[src/rtl/rom_reader.sv]
`default_nettype none
// ============================================================================
// Module      : rom_reader
// Description : Sweeps a ROM address range, streams each word out on a
//               valid/ready handshake and reports the XOR of delivered words.
// Revision    : 1.0 - initial release
// ============================================================================
module rom_reader #(
  parameter int D = 8,
  parameter int W = 32
) (
  input  logic         clk_i,
  input  logic         rst_i,
  input  logic         start_i,
  input  logic [D-1:0] base_i,
  input  logic [D:0]   len_i,
  output logic [D-1:0] addr_o,
  output logic         rden_o,
  input  logic [W-1:0] rom_dato_i,
  output logic [W-1:0] dato_o,
  output logic         valid_o,
  input  logic         ready_i,
  output logic         busy_o,
  output logic         done_o,
  output logic [W-1:0] xor_o
);

  typedef enum logic [1:0] {
    S_IDLE = 2'd0,
    S_READ = 2'd1,
    S_HOLD = 2'd2,
    S_DONE = 2'd3
  } state_t;

  localparam logic [D-1:0] c_ADDR_ONE  = {{(D-1){1'b0}}, 1'b1};
  localparam logic [D:0]   c_COUNT_ONE = {{D{1'b0}}, 1'b1};

  state_t         r_state;
  state_t         w_next;
  logic [D-1:0]   r_addr;
  logic [D:0]     r_count;
  logic [W-1:0]   r_dato;
  logic [W-1:0]   r_xor;
  logic           w_handshake;

  assign w_handshake = (r_state == S_HOLD) && ready_i;

  always_ff @(posedge clk_i) begin
    if (rst_i) begin
      r_state <= S_IDLE;
      r_addr  <= '0;
      r_count <= '0;
      r_dato  <= '0;
      r_xor   <= '0;
    end else begin
      r_state <= w_next;
      case (r_state)
        S_IDLE: begin
          if (start_i) begin
            r_addr  <= base_i;
            r_count <= len_i;
            r_xor   <= '0;
          end
        end
        S_READ: r_dato <= rom_dato_i;
        S_HOLD: begin
          if (w_handshake) begin
            r_xor   <= r_xor ^ r_dato;
            r_addr  <= r_addr + c_ADDR_ONE;   // natural wrap at 2**D
            r_count <= r_count - c_COUNT_ONE;
          end
        end
        default: ;
      endcase
    end
  end

  always_comb begin
    w_next  = r_state;
    rden_o  = 1'b0;
    valid_o = 1'b0;
    done_o  = 1'b0;
    busy_o  = 1'b1;
    case (r_state)
      S_IDLE: begin
        busy_o = 1'b0;
        if (start_i) begin
          w_next = (len_i == '0) ? S_DONE : S_READ;
        end
      end
      S_READ: begin
        rden_o = 1'b1;
        w_next = S_HOLD;
      end
      S_HOLD: begin
        valid_o = 1'b1;
        if (w_handshake) begin
          w_next = (r_count == c_COUNT_ONE) ? S_DONE : S_READ;
        end
      end
      S_DONE: begin
        done_o = 1'b1;
        w_next = S_IDLE;
      end
      default: w_next = S_IDLE;
    endcase
  end

  assign addr_o = r_addr;
  assign dato_o = r_dato;
  assign xor_o  = r_xor;

endmodule
`default_nettype wire
[config.mk]
export PLATFORM = sky130hd
export DESIGN_NAME = rom_reader
export DESIGN_NICKNAME = d
export VERILOG_FILES = /design/src/rtl/rom_reader.sv
export SDC_FILE = /design/constraint.sdc
export NUM_CORES = 1
export LEC_CHECK = 0
export CORE_MARGIN = 2
export CORE_UTILIZATION = 45
export CTS_CLUSTER_SIZE = 28
export DETAILED_ROUTE_END_ITERATION = 6
export PLACE_DENSITY = 0.91
export SLEW_MARGIN = 20
export SYNTH_ARGS = -nofsm -noshare
export SYNTH_HDL_FRONTEND = slang
export SYNTH_SLANG_ARGS = --single-unit
[constraint.sdc]
create_clock -name clk_i -period 2.1 [get_ports clk_i]
set_input_delay 0.42 -clock clk_i [delete_from_list [all_inputs] [get_ports clk_i]]
set_output_delay 0.42 -clock clk_i [all_outputs]
set_load 0.005 [all_outputs]
== Yosys cells after proc, flatten, opt, wreduce, memory -nomap -nowiden ==
Cells that the tools add are included.

* Output and inout port bits: 76
* Logic and storage cells: 38
* Flip-flop bits (word level): 83
* Input bits: 53

* Eq/ne operators: 6
* Bitwise gates (word level): 1
* $add $sub $neg: 2
* Multiplexer cells: 18
* Reductions and logical operators: 6

{| class="wikitable"
|+ Operators with widths
! kind !! number
|-
| $mux W32 || 2
|-
| $pmux W32 S2 || 1
|-
| $xor A32 B32 Y32 || 1
|-
| $mux W9 || 2
|-
| $pmux W9 S2 || 1
|-
| $mux W8 || 2
|-
| $pmux W8 S2 || 1
|-
| $eq A9 B1 Y1 const B || 1
|-
| $logic_not A9 Y1 || 1
|-
| $sub A9 B1 Y9 const B || 1
|-
| $add A8 B1 Y8 const B || 1
|-
| $mux W2 || 4
|-
| $pmux W2 S4 || 1
|-
| $eq A2 B2 Y1 const B || 2
|-
| $mux W1 || 4
|-
| $ne A2 B2 Y1 const B || 2
|-
| $reduce_and A3 Y1 || 1
|-
| $eq A2 B1 Y1 const B || 1
|-
| $logic_not A2 Y1 || 1
|-
| $reduce_and A2 Y1 || 1
|-
| $reduce_bool A2 Y1 || 1
|-
| $logic_and A1 B1 Y1 || 1
|}

== Logic depth before layout (Yosys ltp) ==
* Depth after elaboration: 4
* Gate-level depth with buffers: 6
* Gate-level depth less buffers: 6

== Least setup slack after synthesis ==
No wires, ideal clock.

* Path type: flip-flop to flip-flop
* Start point: reg r_count[0]
* End point: reg r_count[8]
* Period minus slack after synthesis: 1736 ps
* Buffers on the path: 0
* Data required time: 2041 ps
* Cell stages (with the launch flop): 7
* Library setup time: 59 ps
* Slack: 364 ps
* Data arrival time: 1677 ps
* Path through: dfxtp_1 inv_1 ha_1 or3b_2 or4_1 o21ai_1 a32o_2

* Word-level cells in the longest chain between the ends: 3

{| class="wikitable"
|+ RTL lines
! element !! line !! text
|-
| start, declared || 41 || <nowiki>logic [D:0] r_count;</nowiki>
|-
| start signal, assigned || 61 || <nowiki>r_count <= len_i;</nowiki>
|-
| start signal, assigned || 70 || <nowiki>r_count <= r_count - c_COUNT_ONE;</nowiki>
|-
| $sub A9 B1 Y9 || 70 ||
|-
| $mux W9 || 67 || <nowiki>if (w_handshake) begin</nowiki>
|-
| $pmux W9 S2 || 57 || <nowiki>case (r_state)</nowiki>
|}

No other way between the ends. The select of a mux whose other input is x is not followed.
A chain may end at the register's enable or synchronous reset.

== Final worst setup path ==
* Start point: reg r_state[0]
* End point: out valid_o

* Word-level cells in the longest chain between the ends: 2

{| class="wikitable"
|+ RTL lines
! element !! line !! text
|-
| start, declared || 38 || <nowiki>state_t r_state;</nowiki>
|-
| start signal, assigned || 56 || <nowiki>r_state <= w_next;</nowiki>
|-
| $eq A2 B2 Y1 || 84 || <nowiki>case (r_state)</nowiki>
|-
| $mux W1 || 84 ||
|-
| end, declared || 21 || <nowiki>output logic valid_o,</nowiki>
|}

No other way between the ends.

==> results.txt <==
Max stage delay on crit path: 490 ps
GPL Wtd Cong: 0.866
Actual slew at the worst max-slew pin: 486 ps
Die area: 8620 sq um
Sequential share of the synthesized area: 46.8%
Reg-to-reg endpoint: r_count[8]$_SDFFE_PP0P_
IO Pins: 129
Starting Density: 46.2%
Max-Cap Viols: 0
Setup TNS: 0 ps
RR Startpoint: r_count[0]$_SDFFE_PP0P_
HPWL after detailed placement: 6960 um
Met3 GRT Util: 5.61%
Residual DRC count: 0
Synthesized area: 3550 sq um
# clock sinks: 83
Area Overhead vs Synth: 45.8%
Vias per cell: 5.37
M2 GR Usage: 39.4%
Core area: 7690 sq um
Syn. warnings: 0
Final nets: 605
Number of synthesized flops with an enable pin: 0
RSZ-0062 raised after global routing: no
Die H: 92.8 um
Vias in the first global route: 3366
H-tree lvl count: 3
Reg clk slew, reported paths: 80 ps
Buffers on Ports: 128
Final WL: 9870 um
Antenna violations before repair: 0
Fin. Hold Viols: 0
Crit path capture type: output pin
Crit-path cells: buf_6 -> nand2b_1 -> clkinv_1 -> clkdlybuf4s50_1
Flop2flop setup slack: 200 ps
Detailed-route via count: 3525
Fmax achieved: 498 MHz
CTS tree: yes
Main synth FF type: dfxtp_1
DRT antenna net count: 0
Worst Clk Skew: 10.8 ps
Worst Path Class, Setup: flip-flop to output pin
Max Buffers Root-to-Sink: 2
N_diodes: 0
Status: complete, no violations
Power Dens Cells: 696 nW/um^2
Minimum clock period after layout: 2010 ps
GRT Total Usage: 22.7%
Syn Nets: 483
Syn Area/Cell: 8.32 sq um
Cell Rows: 32
Worst path slowest cell: clkdlybuf4s50_1
Fin. max-slew vios: 0
CP max FO: 9
Max rail drop VDD: 375 uV
Synth Register Bits: 83
Root Buffer: clkbuf_8
Worst slew margin: 67.6%
Async SR Flop Fraction: 0%
Post-CTS Setup Bufs: 0
First-pass GRT wire length: 15700 um
Hold Crit Class: flip-flop to flip-flop
Critical Path Start: r_state[0]$_SDFFE_PP0P_
Leak: 1.80 nW
Clk_lat worst skew: 350 ps
Unique cell type count in the Yosys netlist: 45
Arr. time, crit path: 1590 ps
Total iterations of the first detailed-routing run: 4
CTS Hold Bufs: 0
Critical path startpoint category: flip-flop
CTS buffer count: 9
Met1 Use GR: 26.5%
# setup viols final: 0
GR peak layer: met2
Global route overflow: 0
Initial drt markers: 165
Die width: 92.8 um
Crit share post-route: 95.7%
Largest net degree at the start of global routing: 45
Routed WL per cell: 15.0 um
Synth Instances: 427
CP endpoint: valid_o
Ratio of cells with drive above 1 in the final layout: 6.86%
Cells on worst reg2reg path: 6
Worst EP required: 1680 ps
Layout Utilization: 67.4%
where the power goes:
group / internal, mW / switching (mW)
logic: 0.338 / 0.288
clock network: 0.673 / 0.583
registers: 1.65 / 0.0720
total: 2.66 / 0.943
critical path, delay by kind of cell (launching register included):
kind | cells | cell delay, ps
AND/OR/NAND/NOR | 1 | 170
flip-flops | 1 | 360
buffers and inverters | 3 | 720
what timing repair did:
item | 4_1_cts | 5_1_grt
endpoints found under the setup margin | 1 | 1
cloned | 0 | 0
pin swaps | 0 | 0
resized for setup | 1 | 1
final cells by class:
class,count,area (sq um)
clock buffers,10,128
clock inverters,6,88.8
well taps,102,128
fillers,608,2510
inverters,8,30.0
multi-input cells,307,1760
repair buffers,140,1380
flip-flops and latches,83,1660
kinds of logic (layout without fill, tap and decap cells):
| group | Yosys count | count (layout) | share of synthesized area [%] |
|---|---|---|---|
| flops | 83 | 83 | 46.8 |
| simple gates | 188 | 188 | 25.6 |
| fa+ha+maj | 3 | 3 | 1.06 |
| mux | 2 | 2 | 0.704 |
| xor+xnor | 32 | 32 | 7.89 |
| compound gates | 82 | 82 | 13.9 |
| buf+inv | 37 | 164 | 4.02 |
placed cells by master, fill, tap and decap left out, types with 3 or more instances in the layout:
cell type / count
ha_1: 3
xnor2_1: 32
and2_1: 5
nand2_1: 78
a21oi_1: 43
nand2b_1: 4
a32o_1: 4
clkdlybuf4s50_1: 127
a22o_1: 3
dfxtp_1: 82
nor3_1: 6
nor3b_1: 33
a211oi_1: 4
buf_4: 10
nand3_1: 3
clkbuf_8: 9
o21ai_0: 14
inv_1: 7
nor2_1: 45
registers in the layout, indices dropped and copies added (netlist names):
register  flops
dato_o       32
xor_o        32
r_count       9
addr_o        8
r_state       2
routing by layer:
| metal | routed length (um) | vias up |
|---|---|---|
| li1 | - | 1678 |
| met1 | 3960 | 1681 |
| met2 | 4930 | 143 |
| met3 | 693 | 23 |
| met4 | 292 | 0 |
| met5 | 0 | - |
cells in the mapped netlist (all sizes together), types with 2 or more instances:
cell	instances	area, sq um
a21oi	43	215
or2	2	12.5
o41ai	2	17.5
a22o	3	26.3
a32o	5	51.3
ha	3	37.5
inv	7	26.3
nand3	3	15.0
xnor2	32	280
nand2	78	293
a211oi	4	30.0
nor3	6	30.0
o21ai	16	80.1
nor2	46	175
and2	5	31.3
nand2b	4	25.0
clkbuf	24	91.3
a311oi	2	17.5
buf	5	21.3
dfxtp	83	1660
nor3b	33	248
or3b	2	17.5
or4	2	15.0
worst min path at each step:
| stage | from | end | slack (ps) | cells past startpoint |
|---|---|---|---|---|
| 2_1_floorplan | r_count[6]$_SDFFE_PP0P_ | r_count[6]$_SDFFE_PP0P_ | 460 | 1 |
| 3_3_place_gp | dato_o[10]$_SDFFE_PP0P_ | dato_o[10]$_SDFFE_PP0P_ | 450 | 2 |
| 3_5_place_dp | dato_o[31]$_SDFFE_PP0P_ | dato_o[31]$_SDFFE_PP0P_ | 460 | 2 |
| 4_1_cts | dato_o[31]$_SDFFE_PP0P_ | dato_o[31]$_SDFFE_PP0P_ | 470 | 2 |
| 5_1_grt | dato_o[30]$_SDFFE_PP0P_ | dato_o[30]$_SDFFE_PP0P_ | 490 | 2 |
| 6_report | dato_o[31]$_SDFFE_PP0P_ | dato_o[31]$_SDFFE_PP0P_ | 470 | 2 |
per-stage QoR:
stage	total power [mW]	hold WS [ps]	cell area [sq um]	setup slack, ps	std cells
final	3.60	467	5180	90.0	656
after global placement	2.35	453	4960	63.2	640
after detailed placement	2.38	458	4960	-5.53	640
after global routing	3.75	489	5180	17.3	656
after floorplan	2.05	460	3550	364	427
after CTS	3.61	469	5180	39.7	656
(Power assumes the default switching activity.)
==> edit 1, RTL diff (config.mk and constraints unchanged) <==
`W`: 32 -> 64.
--- a/src/rtl/rom_reader.sv
+++ b/src/rtl/rom_reader.sv
@@ -7,7 +7,7 @@
 // ============================================================================
 module rom_reader #(
   parameter int D = 8,
-  parameter int W = 32
+  parameter int W = 64
 ) (
   input  logic         clk_i,
   input  logic         rst_i,
Interface: changed (resized dato_o, rom_dato_i and xor_o); port bits go from 129 to 225. The function was not compared with the original's and may differ.
==> edit 1 against the unedited design <==
- combinational power up 58%
- final area grew 83%
- routed wire length rose by 81%
- sequential cell count up 64
- power grew 100%
- fmax fell by 0.25%
- worst setup slack worse by 0.0050 ns
- clock power rose to 2.6 times the old value
- area after synthesis rose by 80%
- global-route usage increased by 0.86 points
- synthesized cell count grew 68%
==> edit 1: results (changes against the unedited design) <==
| Metric | Value |
|---|---|
| Clk slew on worst S/H paths | 0.06 ns (was 0.08 ns) |
| GR Util met2 | 0.420 (was 0.394) |
| DPL Wire Length | 12.0 mm (was 6.96 mm) |
| Nonclk buf count | 246 (was 140) |
| Placed Area | 0.00881 mm2 (was 0.00496 mm2) |
| R2R Path End | dato_o[20]$_SDFFE_PP0P_ (was r_count[8]$_SDFFE_PP0P_) |
| Number of non-clock inverters in the layout | 7 (was 8) |
| Vias in the first global route | 5606 (was 3366) |
| Total number of vias | 5786 (was 3525) |
| Syn-to-layout area delta | 48.4% (was 45.8%) |
| FF/Latch Area | 0.00295 mm2 (was 0.00166 mm2) |
| Gpl congestion | 0.824 (was 0.866) |
| Logic pwr share | 0.136 (was 0.174) |
| Filler cells | 1017 (was 608) |
| Met3 wire length | 1.20 mm (was 693 um) |
| Largest net degree at the start of global routing | 65 (was 45) |
| Final nets | 1017 (was 605) |
| Clock network area share | 0.0681 (was 0.0418) |
| Slew HR | 0.521 (was 0.676) |
| Run status | finished, final reports clean (unchanged) |
| Met1 global-route usage | 0.270 (was 0.265) |
| Clock buffer count | 21 (was 10) |
| Min-Delay Endpoint | addr_o[5]$_SDFFE_PP0P_ (was dato_o[31]$_SDFFE_PP0P_) |
| Postcts setup bufs | 1 (was 0) |
| Final Util | 0.682 (was 0.674) |
| DR iter-0 viols | 360 (was 165) |
| Drt pass-1 iters | 5 (was 4) |
edit 1: cell types whose count changed in the layout (fill, tap and decap cells not counted), sizes merged, moves of 33 or more:
cell	before	now
nor3b	33	66
dfxtp	83	147
nor2	46	79
clkdlybuf4s50	127	223
a21oi	43	81
nand2	78	144
edit 1: worst max-delay path, cell delays in order (launching register included):
cell and delay (ns):
dfxtp_4 0.39, nand2b_2 0.20, inv_2 0.07, clkdlybuf4s50_1 0.50
edit 1: logic make-up (layout without fill, tap and decap cells):
| kind of cell | Yosys count | count (layout) | synth area share |
|---|---|---|---|
| flip-flops | 147 | 147 | 0.461 |
| multiplexers | 2 | 2 | 0.00333 |
| buffers and inverters | 59 | 285 | 0.0477 |
| AO/OA/AOI/OAI | 119 | 119 | 0.103 |
| adder cells (fa/ha/maj) | 3 | 3 | 0.00588 |
| XOR/XNOR | 64 | 64 | 0.0879 |
| AND/OR/NAND/NOR | 322 | 322 | 0.291 |
==> edit 2, RTL diff (same settings) <==
Made on the original files. The 4 states of `state_t` get a Gray code encoding in 2 bits.
--- a/src/rtl/rom_reader.sv
+++ b/src/rtl/rom_reader.sv
@@ -26,10 +26,10 @@
 );
 
   typedef enum logic [1:0] {
-    S_IDLE = 2'd0,
-    S_READ = 2'd1,
-    S_HOLD = 2'd2,
-    S_DONE = 2'd3
+    S_IDLE = 2'b00,
+    S_READ = 2'b01,
+    S_HOLD = 2'b11,
+    S_DONE = 2'b10
   } state_t;
 
   localparam logic [D-1:0] c_ADDR_ONE  = {{(D-1){1'b0}}, 1'b1};
Formal check against the unedited RTL: no difference found for any inputs over 10 cycles, from zero or initial values and one cycle with rst_i high; not proved beyond that.
==> edit 2 against the unedited design <==
- count of clock-buffer cells in the layout fell by 1
- final area rose by 0.29%
- sequential cell count unchanged
- critical path type unchanged
- global-route usage is 0.74 points higher
- clock power shrank 6%
- area after synthesis rose by 2.3%
- core utilization fell by 0.50 points
- worst setup slack better by 0.014 ns
- power shrank 2.2%
- routed wire length is 3.0% higher
==> edit 2: results (changes against the unedited design) <==
| Metric | Value |
|---|---|
| Sequential-to-total area share from yosys stat | 0.457 (was 0.468) |
| WL final | 10.2 mm (was 9.87 mm) |
| Post-Layout Cell Count | 670 (was 656) |
| GRT Overall Usage | 0.234 (was 0.227) |
| Actual slew at the worst max-slew pin | 0.902 ns (was 0.486 ns) |
| Skew final | 0.00984 ns (was 0.0108 ns) |
| Synth cell count leaders | dfxtp_1, nand2_1, a21oi_1, o21ai_0, nor2_1 (was dfxtp_1, nand2_1, nor2_1) |
| RR Startpoint | r_state[0]$_SDFFE_PP0P_ (was r_count[0]$_SDFFE_PP0P_) |
| Worst setup path start | r_state[1]$_SDFFE_PP0P_ (was r_state[0]$_SDFFE_PP0P_) |
| Worst R2R Path Depth | 5 (was 6) |
| Cell variety after synth | 44 (was 45) |
| Setup WS pre-CTS | -0.170 ns (was -0.00553 ns) |
| DR iter-0 viols | 153 (was 165) |
| Fmax | 0.501 GHz (was 0.498 GHz) |
| Clk slew on worst S/H paths | 0.10 ns (was 0.08 ns) |
| Post-synthesis compound-gate area fraction | 0.194 (was 0.139) |
| Total number of vias | 3588 (was 3525) |
| Synth Area in Adders | 0.0103 (was 0.0106) |
| Synth top area cells | dfxtp_1, nand2_1, xor2_1 (was dfxtp_1, nand2_1, xnor2_1) |
| Drt pass-1 iters | 5 (was 4) |
| Hold slack final | 0.475 ns (was 0.467 ns) |
| Placed cells | 654 (was 640) |
| Switching share of power | 0.276 (was 0.262) |
| Worst-path fanout max | 10 (was 9) |
| DPL Wire Length | 7.22 mm (was 6.96 mm) |
| Gpl congestion | 0.858 (was 0.866) |
| Min-Delay Endpoint | dato_o[13]$_SDFFE_PP0P_ (was dato_o[31]$_SDFFE_PP0P_) |
| Final nets | 619 (was 605) |
| Mean post-synth cell area | 8.18 um2 (was 8.32 um2) |
| Internal reg-to-reg setup slack | 0.22 ns (was 0.20 ns) |
| Post-Synth XOR/XNOR Area | 0.0772 (was 0.0789) |
| Syn nets | 500 (was 483) |
| Vias in the first global route | 3417 (was 3366) |
| Worst Setup EP | rden_o (was valid_o) |
| Worst VDD drop | 324 uV (was 375 uV) |
| Largest net degree at the start of global routing | 36 (was 45) |
| HP Start | dato_o[13]$_SDFFE_PP0P_ (was dato_o[31]$_SDFFE_PP0P_) |
| Run status | finished, final reports clean (unchanged) |
| First-pass GRT wire length | 16.5 mm (was 15.7 mm) |
| R2R Path End | r_count[1]$_SDFFE_PP0P_ (was r_count[8]$_SDFFE_PP0P_) |
| Fraction of final layout cells sized beyond drive strength 1 | 0.0722 (was 0.0686) |
| Mux cell area share after synthesis | 0 (was 0.00704) |
-- edit 2: changes by cell type after synthesis, sizes merged, moves of 7 or more --
cell,change
a21oi,+7
xor2,+32
nor3b,-29
buf,+9
o21ai,+34
xnor2,-32
-- edit 2: critical path: stages (launching register included) --
cell and delay (ns):
dfxtp_2 0.39, or2b_1 0.25, inv_1 0.08, clkdlybuf4s50_1 0.50
-- edit 2: per-layer routing --
metal,global-route usage,vias up,wire length [um]
met5,0,-,0
met4,0.0664,0,110
met3,0.0401,10,792
met2,0.422,169,5180
met1,0.285,1664,4090
li1,-,1745,-
-- edit 2: power by group through the flow --
stage	Sequential (mW)	Combinational, mW	Clock [mW]
6_report	1.73	0.611	1.18
5_1_grt	1.75	0.666	1.28
4_1_cts	1.73	0.611	1.21
3_5_place_dp	1.77	0.605	0
3_3_place_gp	1.76	0.588	0
2_1_floorplan	1.75	0.297	0
-- edit 2: what timing repair did --
item,in CTS,in global routing
hold buffers,0,0
endpoints found under the setup margin,0,3
setup buffers,0,0
hold endpoints to repair,0,0
resized for setup,0,1
-- edit 2: metrics by stage --
step	power (mW)	area, um2
finish	3.53	5190
floorplan	2.05	3630
global route	3.69	5190
global placement	2.35	4990
detailed placement	2.37	4990
CTS	3.55	5190
-- edit 2: area by class of cell --
| type | count | area, um2 |
|---|---|---|
| Tap cell | 102 | 128 |
| Clock buffer | 9 | 124 |
| Sequential cell | 83 | 1660 |
| Clock inverter | 7 | 80.1 |
| Multi-Input combinational cell | 321 | 1760 |
| Timing Repair Buffer | 141 | 1410 |
| Inverter | 7 | 26.3 |
| Fill cell | 611 | 2570 |
